**src/rtl/imem_loader_pkg.sv**
```systemverilog
// Shared state encodings, PC-update select codes and length check for the IMem boot loader.
package imem_loader_pkg;

  localparam int IMEM_SIZE_DEF = 64;

  typedef logic [2:0] state_t;

  localparam state_t S_IDLE  = 3'd0;
  localparam state_t S_CLR   = 3'd1;
  localparam state_t S_WAIT  = 3'd2;
  localparam state_t S_WRITE = 3'd3;
  localparam state_t S_STEP  = 3'd4;
  localparam state_t S_FIN   = 3'd5;
  localparam state_t S_RUN   = 3'd6;

  localparam logic [1:0] BOUT_HOLD = 2'b00;
  localparam logic [1:0] BOUT_STEP = 2'b01;

  // A load must move at least one word and must fit in the instruction memory.
  function automatic logic len_legal(input logic [31:0] len, input logic [31:0] size);
    return (len != 32'd0) && (len <= size);
  endfunction

endpackage

```
**src/rtl/imem_loader_cnt.sv**
```systemverilog
// Word counter for the boot loader: clear, increment, and a flag that is high when the
// next increment reaches the programmed load length.
module imem_loader_cnt #(
  parameter int CNT_W = 7
) (
  input  logic             clk_i,
  input  logic             rst_ni,
  input  logic             clr_i,
  input  logic             inc_i,
  input  logic [CNT_W-1:0] len_i,
  output logic             last_o
);

  logic [CNT_W-1:0] cnt_q;
  logic [CNT_W-1:0] cnt_d;

  always_comb begin
    cnt_d = cnt_q;
    if (clr_i) begin
      cnt_d = '0;
    end else if (inc_i) begin
      cnt_d = cnt_q + CNT_W'(1);
    end
  end

  always_ff @(posedge clk_i or negedge rst_ni) begin
    if (!rst_ni) begin
      cnt_q <= '0;
    end else begin
      cnt_q <= cnt_d;
    end
  end

  assign last_o = ((cnt_q + CNT_W'(1)) == len_i);

endmodule

```
**src/rtl/imem_loader.sv**
```systemverilog
// Boot-time loader that owns the fetch stage's IMem write port and PC path while an image
// streams in, then releases the core. Define IMEM_LOADER_VERIFY_EN to read back each word.
module imem_loader
  import imem_loader_pkg::*;
#(
  parameter int IMEM_SIZE = IMEM_SIZE_DEF,
  parameter int CNT_W     = $clog2(IMEM_SIZE) + 1
) (
  input  logic             CLK,
  input  logic             RST_N,
  input  logic             start,
  input  logic [CNT_W-1:0] load_len,
  input  logic             in_valid,
  input  logic [31:0]      in_data,
  output logic             in_ready,
  input  logic [1:0]       core_bout,
  input  logic [31:0]      core_newpc,
  input  logic [31:0]      if_pc,
  input  logic [31:0]      if_ins,
  output logic             if_rst,
  output logic             if_we,
  output logic [31:0]      if_w_ins,
  output logic [1:0]       if_bout,
  output logic [31:0]      if_newpc,
  output logic             cpu_run,
  output logic             busy,
  output logic             done,
  output logic             err,
  output state_t           dbg_state
);

  state_t           state_q, state_d;
  logic [31:0]      word_q, word_d;
  logic [31:0]      pc4_q, pc4_d;
  logic [CNT_W-1:0] len_q, len_d;
  logic             err_q, err_d;
  logic             done_q;
  logic             cnt_clr, cnt_inc, cnt_last;
  logic             start_ok;
  logic             step_ok;

`ifdef IMEM_LOADER_VERIFY_EN
  // In STEP the fetch stage presents the word just written at the unchanged PC.
  assign step_ok = (if_ins == word_q);
`else
  logic unused_if_ins;
  assign unused_if_ins = ^if_ins;
  assign step_ok       = 1'b1;
`endif

  assign start_ok = len_legal(32'(load_len), 32'(IMEM_SIZE));

  imem_loader_cnt #(.CNT_W(CNT_W)) u_cnt (
    .clk_i  (CLK),
    .rst_ni (RST_N),
    .clr_i  (cnt_clr),
    .inc_i  (cnt_inc),
    .len_i  (len_q),
    .last_o (cnt_last)
  );

  // Image handshake: a word moves on a cycle where in_valid and in_ready are both high;
  // in_ready is high only in WAIT, so in_valid at any other time moves nothing.
  always_comb begin
    state_d = state_q;
    word_d  = word_q;
    pc4_d   = pc4_q;
    len_d   = len_q;
    err_d   = err_q;
    cnt_clr = 1'b0;
    cnt_inc = 1'b0;
    case (state_q)
      S_IDLE, S_RUN: begin
        if (start) begin
          if (start_ok) begin
            state_d = S_CLR;
            len_d   = load_len;
            err_d   = 1'b0;
          end else begin
            err_d = 1'b1;
          end
        end
      end
      S_CLR: begin
        cnt_clr = 1'b1;
        state_d = S_WAIT;
      end
      S_WAIT: begin
        if (in_valid) begin
          word_d  = in_data;
          state_d = S_WRITE;
        end
      end
      S_WRITE: begin
        // PC is held during the write, so its successor can be registered here.
        pc4_d   = if_pc + 32'd4;
        state_d = S_STEP;
      end
      S_STEP: begin
        if (!step_ok) begin
          err_d   = 1'b1;
          state_d = S_IDLE;
        end else begin
          cnt_inc = 1'b1;
          state_d = cnt_last ? S_FIN : S_WAIT;
        end
      end
      S_FIN:   state_d = S_RUN;
      default: state_d = S_IDLE;
    endcase
  end

  always_ff @(posedge CLK or negedge RST_N) begin
    if (!RST_N) begin
      state_q <= S_IDLE;
      word_q  <= '0;
      pc4_q   <= '0;
      len_q   <= '0;
      err_q   <= 1'b0;
      done_q  <= 1'b0;
    end else begin
      state_q <= state_d;
      word_q  <= word_d;
      pc4_q   <= pc4_d;
      len_q   <= len_d;
      err_q   <= err_d;
      done_q  <= (state_q == S_FIN);
    end
  end

  assign dbg_state = state_q;
  assign in_ready  = (state_q == S_WAIT);
  assign if_we     = (state_q == S_WRITE);
  assign if_w_ins  = word_q;
  assign if_rst    = (state_q == S_IDLE) || (state_q == S_CLR) || (state_q == S_FIN);
  assign cpu_run   = (state_q == S_RUN);
  assign busy      = (state_q == S_CLR) || (state_q == S_WAIT) || (state_q == S_WRITE) ||
                     (state_q == S_STEP) || (state_q == S_FIN);
  assign done      = done_q;
  assign err       = err_q;

  always_comb begin
    if_bout  = BOUT_HOLD;
    if_newpc = 32'd0;
    if (state_q == S_RUN) begin
      if_bout  = core_bout;
      if_newpc = core_newpc;
    end else if ((state_q == S_STEP) && step_ok) begin
      if_bout  = BOUT_STEP;
      if_newpc = pc4_q;
    end
  end

endmodule
```
**config.mk**
```make
export PLATFORM = sky130hd
export DESIGN_NAME = imem_loader
export DESIGN_NICKNAME = d
export VERILOG_FILES = /design/src/rtl/imem_loader_pkg.sv /design/src/rtl/imem_loader_cnt.sv /design/src/rtl/imem_loader.sv
export SDC_FILE = /design/constraint.sdc
export NUM_CORES = 1
export LEC_CHECK = 0
export ABC_CLOCK_PERIOD_IN_PS = 5900
export CAP_MARGIN = 10
export CORE_MARGIN = 2
export CORE_UTILIZATION = 44
export DETAILED_ROUTE_END_ITERATION = 6
export PLACE_DENSITY = 0.95
export SYNTH_ARGS = -nofsm -noshare
export SYNTH_HDL_FRONTEND = slang
export SYNTH_SLANG_ARGS = --single-unit
```
**constraint.sdc**
```tcl
create_clock -name CLK -period 5.9 [get_ports CLK]
set_input_delay 0.885 -clock CLK [delete_from_list [all_inputs] [get_ports CLK]]
set_output_delay 0.885 -clock CLK [all_outputs]
set_load 0.05 [all_outputs]
```
# --- Word-level counts from Yosys, hierarchy flattened ---
# Index checks and enable logic that the tools add are counted.
totals:
  regBits: 83
  latch_bits: 0
  ramBits: 0
  mem_bits_ro: 0
  inputBits: 141
  out_inout_bits: 76
  word_cells: 49
  mem_count: 0
classes:
  add_sub_neg: 2
  mul: 0
  div_mod_pow: 0
  magnitude_cmp: 1
  eq_ne: 10
  n_shift: 0
  muxes: 14
  bitwise_logic: 0
  reduce_logical: 15
op_table:
  columns: ["op", "n"]
  rows:
  - ["$mux W32", 2]
  - ["$add A32 B3 Y32 const B", 1]
  - ["$pmux W3 S6", 1]
  - ["$mux W7", 2]
  - ["$mux W3", 4]
  - ["$eq A3 B3 Y1 const B", 3]
  - ["$add A7 B1 Y7 const B", 1]
  - ["$eq A7 B7 Y1", 1]
  - ["$le A7 B7 Y1 const B", 1]
  - ["$reduce_bool A7 Y1", 1]
  - ["$eq A3 B2 Y1 const B", 2]
  - ["$logic_or A1 B1 Y1", 6]
  - ["$ne A2 B2 Y1 const B", 3]
  - ["$reduce_and A3 Y1", 2]
  - ["$mux W1", 4]
  - ["$reduce_and A2 Y1", 2]
  - ["$eq A3 B1 Y1 const B", 1]
  - ["$logic_not A3 Y1", 1]
  - ["$mux W2", 1]
  - ["$reduce_bool A2 Y1", 1]
  - ["$reduce_or A2 Y1", 1]
  - ["$logic_and A1 B1 Y1", 1]

# --- Longest topological paths before layout ---
# Gate-level depths: netlist of the first run.
depth:
  word_depth: 5
  mapped_depth: 8
  ltp_nobuf: 7

# --- Cells and area by module ---
# From an unflattened synthesis of the first run, not the netlist that was laid out.
hier_totals:
  hier_cells: 404
  area_unflattened_um2: 4329.2
by_module_without_submodules:
  columns: ["mod", "instances", "cells_per_inst", "area_per_inst_um2", "seq_area_each_um2"]
  rows:
  - ["imem_loader", 1, 353, 3857.4, 1901.8]
  - ["imem_loader_cnt", 1, 51, 471.7, 175.2]

# --- Worst setup path after synthesis of the first run ---
# Ideal clock, no wire load.
synth_timing:
  path_kind: "register to output"
  from: "reg state_q[1], in the netlist dbg_state[1]"
  to: "out if_newpc[24]"
  arrival_time_ns: 2.359
  t_required_ns: 5.015
  setup_slack_ns: 2.656
  stages_incl_launch_ff: 5
  n_path_buf: 1
  cell_sequence: "dfrtp_1 nand2_1 nor2_1 clkbuf_1 a22o_1"
synth_between:
  word_cells_on_any_way: 4
  classes_between: "2 x eq/ne; 2 x mux"
synth_rtl:
  columns: ["element", "line_no", "rtl"]
  rows:
  - ["start: declaration", "imem_loader.sv:32", "state_t state_q, state_d;"]
  - ["start signal: assignment", "imem_loader.sv:122", "state_q <= state_d;"]
  - ["$eq A3 B3 Y1", null, null]
  - ["named net cpu_run", "imem_loader.sv:25", "output logic cpu_run,"]
  - ["$mux W32", "imem_loader.sv:145", "if (state_q == S_RUN) begin"]
  - ["end: declaration", "imem_loader.sv:24", "output logic [31:0] if_newpc,"]
# The timed path passes the listed nets, and every way through them passes these cells.

# --- Final worst setup path of the first run ---
layout_timing:
  from: "reg state_q[0], in the netlist dbg_state[0]"
  to: "out if_newpc[31]"
layout_between:
  elab_chain_cells: 3
  word_cells_on_any_way: 4
  classes_between: "2 x eq/ne; 2 x mux"
layout_lines:
  columns: ["element", "line_no", "rtl"]
  rows:
  - ["$eq A3 B3 Y1", "imem_loader.sv:148", "end else if ((state_q == S_STEP) && step_ok) begin"]
  - ["$mux W32", "imem_loader.sv:148", null]
  - ["$mux W32 *", "imem_loader.sv:145", null]
# Mark *: on every way between the ends. The rest lies on a longest branch, timed or not.

==> run_results.csv, run 1 <==
group,metric,value,unit
cells_and_area,drive_gt1_share,12.0,%
synthesis,yosys.area_share.simple,14.9,%
floorplan,placementRows,36,
sta,setup_viol,0,
floorplan,dieHeight,104,um
synthesis,synth_fa_ha_area_share,0.855,%
cts,clk_pin_slew,90,ps
cts,clock-sinks,83,
power,power_leakage,2.61,nW
cts,cts_setup_buffers,0,
detailed_routing,first_iter_violations,196,
synthesis,synth-xor-area-share,7.38,%
global_routing,grt_max_degree,84,
global_routing,grt_pass1_wl,20.1,mm
critical_path,worstPathMaxFanout,25,
synthesis,synthArstFlopShare,100,%
place,port_buffers,184,
sta,skew,9.66,ps
synthesis,synth_top_family_by_area,"compound AO/OA/AOI/OAI gates",
detailed_routing,antenna_left,0,
run_status,status,"finished, final reports clean",
detailed_routing,routedWlPerCell,17.0,um
sta,fmax,0.241,GHz
critical_path,timing.rr.start,"dbg_state[2]$_DFFE_PN0P_",
synthesis,ys_seq_area_share,47.3,%
sta,worst_slew_pin_slew,1040,ps
global_routing,grt_pass1_vias,4036,
floorplan,die_w,104,um
sta,rsz0062_at_grt,"no",
critical_path,critical_path.endpoint_type,"output pin",
cts,h-tree-depth,3,
place,post-place-ws,2160,ps
cells_and_area,final_nets,746,
synthesis,synthDistinctLibCells,45,
synthesis,ys_ff_latch,83,
synthesis,syn_avg_cell_area,10.2,sq um
floorplan,initial_core_util,45.1,%
detailed_routing,drc,0,
global_routing,overflow,0,
critical_path,required,5020,ps
cts,clk_path_buf_depth,2,
sta,hold_viol,0,
synthesis,yosysMostFrequentCell,"dfrtp_1",
power,peakVddDrop,289,uV
place,placed_area,6320,sq um
place,gp_congestion,0.849,
power,power_density,465,nW/um^2
cts,cts_made_buffers,9,
cts,cts-root-buf,"clkbuf_8",
sta,totalNegativeSetupSlack,0,ps
synthesis,synth_fp_nets,574,
synthesis,synthTopCellsByCount,"dfrtp_1, nand2_1, mux2_2",
detailed_routing,routed_wl,12.6,mm
synthesis,synth_top_cell_by_area,"dfrtp_1",
sta,maxSlewHeadroom,30.4,%
synthesis,ys.flop_type,"dfrtp_1",
sta,fin_crit_sh,70.2,%
detailed_routing,num_vias,3976,
place,hpwlAfterDp,9.56,mm
worst_hold_path,hold_path_class,"flip-flop to flip-flop",
cts,hold_buffers,0,
flow_run,maxCapViolations,0,
detailed_routing,via_per_inst,5.37,
synthesis,netlist_area,4390,sq um
power,fin_total_pwr,0.00302,W
synthesis,synth_compound_area_share,15.0,%
global_routing,grt_usage,23.2,%
global_routing,antenna_found_initial,0,
synthesis,synth_mux_area_share,11.0,%
sta,slew_violations,0,
detailed_routing,drt_first_pass_iters,4,
worst_hold_path,min_from,"pc4_q[8]$_DFFE_PN0P_",
floorplan,ios,217,
synthesis,synth_cells,430,
sta,worst_slack,1760,ps
floorplan,die_area,10800,sq um
cts,clkLatencyLatePin,350,ps
cells_and_area,final_area,6510,sq um
synthesis,ys_top_cells_by_area,"dfrtp_1, mux2_2, a22o_1",
cts,cts_tree,"done",
sta,fin_crit,4140,ps
synthesis,synth-edff-count,0,
synthesis,yosys_warnings,0,
cts,cts_resized,0,
cells_and_area,area_delta_synth_final,48.3,%
sta,hold-worst-slack,484,ps
critical_path,worstSetupPathType,"flip-flop to output pin",
critical_path,worst_setup_path_start_kind,"flip-flop",
critical_path,cp.arrival,3260,ps
cells_and_area,antenna_cells,0,
critical_path,critPathLaunch,"dbg_state[0]$_DFFE_PN0P_",
synthesis,yosys.area.top_type_share,47.3,%
floorplan,core_area,9730,sq um
final timing paths:
| kind | to | slack, ps | cells after the start |
|---|---|---|---|
| min in group asynchronous | if_w_ins[0]$_DFFE_PN0P_ | 680 | 1 |
| hold / removal | pc4_q[8]$_DFFE_PN0P_ | 480 | 2 |
| setup / recovery | if_newpc[31] | 1760 | 4 |
| setup reg to reg | len_q[0]$_DFFE_PN0P_ | 3680 | 5 |
| hold reg to reg | pc4_q[8]$_DFFE_PN0P_ | 480 | 2 |
| max in group asynchronous | pc4_q[31]$_DFFE_PN0P_ | 4510 | 1 |
stage by stage:
step                      utilization, %  cells
final                               66.9    740
after global routing                66.9    740
after CTS                           66.9    740
after detailed placement            64.9    724
after global placement              64.9    724
after floorplan                        -    430
routing by layer:
layer | GRT usage, % | wire [um]
met2 | 41.2 | 6310
met4 | 9.07 | 269
met5 | 0 | 0
met1 | 27.7 | 5140
met3 | 4.64 | 841
layout make-up:
type                       count  area (sq um)
clock buffer                  10           128
clock inverter                 6          66.3
fill                         773          3220
inverter                      11          41.3
multi-input combinational    309          2160
sequential                    83          2080
tap                          133           166
timing repair buffer         188          1870
registers in the layout, summed over array words and instances (netlist names):
name and flops:
dbg_state 3, done 1, err 1, if_w_ins 32
len_q 7, pc4_q 32, u_cnt.cnt_q 7
cells by family after synthesis:
group,count (synthesis)
buf+inv,38
simple gates,127
flops,83
xor+xnor,37
fa+ha+maj,3
compound gates,99
mux,43
power breakdown:
part | switching, W | internal (W) | total (W)
clock network | 0.000208 | 0.000196 | 0.000403
logic | 0.000968 | 0.000619 | 0.00159
registers | 0.000200 | 0.000835 | 0.00103
total | 0.00138 | 0.00165 | 0.00302
cell usage in the layout (no fill, tap or decap), types with 2 or more instances in the layout:
cell,instances
a21oi_1,12
a22o_1,32
and3_1,4
and4_1,4
buf_4,5
clkbuf_8,9
clkdlybuf4s50_1,183
clkinvlp_4,3
dfrtp_1,83
ha_1,3
inv_1,10
mux2_2,41
nand2_1,49
nand3_1,16
nand4_1,2
nor2_1,15
nor2_2,2
nor2b_1,3
nor3_1,12
nor3b_1,2
nor4_1,3
nor4_4,2
o21a_1,3
o21ai_0,40
o21ai_1,3
or2_2,3
or3_1,3
xnor2_1,22
xor2_1,15
critical path: stages, from the launching register on:
cell             delay [ps]
dfrtp_1                 680
nor2_2                  800
buf_4                   410
a22o_1                  190
clkdlybuf4s50_1         820
Power figures use the tool's default switching activity.
==> run 2: changes to the inputs <==
--- a/config.mk
+++ b/config.mk
@@ -5,12 +5,12 @@
 export SDC_FILE = /design/constraint.sdc
 export NUM_CORES = 1
 export LEC_CHECK = 0
-export ABC_CLOCK_PERIOD_IN_PS = 5900
+export ABC_CLOCK_PERIOD_IN_PS = 3880
 export CAP_MARGIN = 10
 export CORE_MARGIN = 2
-export CORE_UTILIZATION = 44
+export CORE_UTILIZATION = 41
 export DETAILED_ROUTE_END_ITERATION = 6
-export PLACE_DENSITY = 0.95
+export PLACE_DENSITY = 0.93
 export SYNTH_ARGS = -nofsm -noshare
 export SYNTH_HDL_FRONTEND = slang
 export SYNTH_SLANG_ARGS = --single-unit
==> constraint.sdc (replaced) <==
create_clock -name CLK -period 3.88 [get_ports CLK]
set_input_delay 0.582 -clock CLK [delete_from_list [all_inputs] [get_ports CLK]]
set_output_delay 0.582 -clock CLK [all_outputs]
set_load 0.05 [all_outputs]
==> run_results.csv, run 2 (synthesis gave the netlist of run 1 again) <==
group,metric,value,unit
floorplan,die_area,11500,sq um
sta,fin_crit_sh,85.9,%
cells_and_area,drive_gt1_share,12.5,%
sta,fin_crit,3330,ps
cts,clock-sinks,83,
cts,cts_tree,"done",
power,power_density,705,nW/um^2
global_routing,antenna_found_initial,0,
cts,cts-root-buf,"clkbuf_8",
critical_path,critical_path.endpoint_type,"output pin",
sta,totalNegativeSetupSlack,0,ps
global_routing,grt_max_degree,84,
critical_path,timing.rr.start,"u_cnt.cnt_q[0]$_DFFE_PN0P_",
critical_path,cp.arrival,2750,ps
cts,cts_resized,0,
detailed_routing,routed_wl,12.2,mm
cts,clkLatencyLatePin,340,ps
critical_path,required,3300,ps
place,hpwlAfterDp,9.24,mm
cts,cts_setup_buffers,0,
critical_path,ff2ff_setup_slack,1600,ps
critical_path,critPathLaunch,"dbg_state[1]$_DFFE_PN0P_",
cts,clk_path_buf_depth,2,
cts,hold_buffers,0,
global_routing,grt_pass1_wl,19.4,mm
sta,hold_viol,0,
critical_path,critPathCapture,"if_newpc[17]",
critical_path,worst_setup_path_start_kind,"flip-flop",
floorplan,initial_core_util,42.3,%
detailed_routing,via_per_inst,5.35,
cells_and_area,area_delta_synth_final,48.9,%
sta,rsz0062_at_grt,"no",
cells_and_area,final_common_cell,"clkdlybuf4s50_1",
cells_and_area,final_nets,748,
detailed_routing,first_iter_violations,200,
critical_path,worstSetupPathType,"flip-flop to output pin",
cts,cts_made_buffers,9,
critical_path,worstPathMaxFanout,15,
sta,skew,13.1,ps
floorplan,ios,217,
place,port_buffers,184,
cells_and_area,post-route-util,63.0,%
cts,h-tree-depth,3,
cells_and_area,final_area,6540,sq um
sta,setup_viol,0,
floorplan,dieHeight,107,um
detailed_routing,routedWlPerCell,16.4,um
flow_run,maxCapViolations,0,
detailed_routing,drt_first_pass_iters,5,
place,placed_area,6330,sq um
sta,fmax,0.300,GHz
critical_path,reg2reg_depth,6,
detailed_routing,drc,0,
cells_and_area,antenna_cells,0,
power,power_leakage,2.64,nW
worst_hold_path,hold_path_class,"input port to asynchronous set/reset pin",
global_routing,grt_usage,21.0,%
floorplan,core_area,10400,sq um
floorplan,placementRows,37,
run_status,status,"finished, final reports clean",
cells_and_area,fillers,831,
critical_path,r2r_end,"dbg_state[1]$_DFFE_PN0P_",
sta,slew_violations,0,
power,peakVddDrop,429,uV
power,fin_total_pwr,0.00461,W
detailed_routing,antenna_left,0,
global_routing,grt_pass1_vias,4024,
sta,maxSlewHeadroom,30.5,%
detailed_routing,num_vias,3986,
sta,worst_slew_pin_slew,1040,ps
cells_and_area,final_cell_mix,"clkdlybuf4s50_1, dfrtp_1, nand2_1",
global_routing,overflow,0,
cts,clk_pin_slew,90,ps
place,gp_congestion,0.847,
floorplan,die_w,107,um
sta,hold-worst-slack,379,ps
[run 2: cell count changes in the layout (fill, tap and decap cells not counted)]
| cell | previous run | this run |
|---|---|---|
| buf_4 | 5 | 7 |
| clkbuf_1 | 1 | 0 |
| clkbuf_8 | 9 | 10 |
| clkinv_2 | 1 | 2 |
| clkinv_4 | 1 | 2 |
| clkinvlp_4 | 3 | 1 |
[run 2: worst min-delay path by stage]
stage,endpoint,slack [ps],depth (start not counted)
6_report,if_w_ins[10]$_DFFE_PN0P_,380,1
5_1_grt,if_w_ins[10]$_DFFE_PN0P_,490,1
4_1_cts,if_w_ins[10]$_DFFE_PN0P_,440,1
3_5_place_dp,pc4_q[8]$_DFFE_PN0P_,470,2
3_3_place_gp,if_w_ins[7]$_DFFE_PN0P_,470,1
2_1_floorplan,dbg_state[0]$_DFFE_PN0P_,290,0
[run 2: where the power goes]
group | switching, W | internal (W)
Sequential | 0.000309 | 0.00127
Clock | 0.000314 | 0.000315
Combinational | 0.00146 | 0.000944
Total | 0.00208 | 0.00253
[run 2: cell type report]
class                   instances  area, sq um  area share [%]
flip-flops and latches         83         2080            31.8
clock inverters                 6         65.1           0.995
clock buffers                  10          138            2.11
inverters                      11         41.3           0.632
multi-input cells             309         2160            33.1
well taps                     136          170            2.60
repair buffers                190         1880            28.8
[run 2: critical path, stage by stage (launching register included)]
cell             delay (ps)
dfrtp_1                 550
inv_2                   220
nand2_1                 230
nor2_2                  180
buf_4                   240
a22o_1                  180
clkdlybuf4s50_1         810
[run 2: metal layers]
| metal | global-route usage [%] | share of wire (%) | vias up |
|---|---|---|---|
| li1 | - | - | 1881 |
| met1 | 25.3 | 39 | 1903 |
| met2 | 38.3 | 51 | 186 |
| met3 | 3.09 | 8.0 | 16 |
| met4 | 7.05 | 1.3 | 0 |
| met5 | 0 | 0 | - |
[run 2: metrics by stage]
step	instances	setup slack, ps
after detailed placement	729	927
after CTS	745	536
after global placement	729	939
final	745	547
after floorplan	430	939
after global routing	745	408
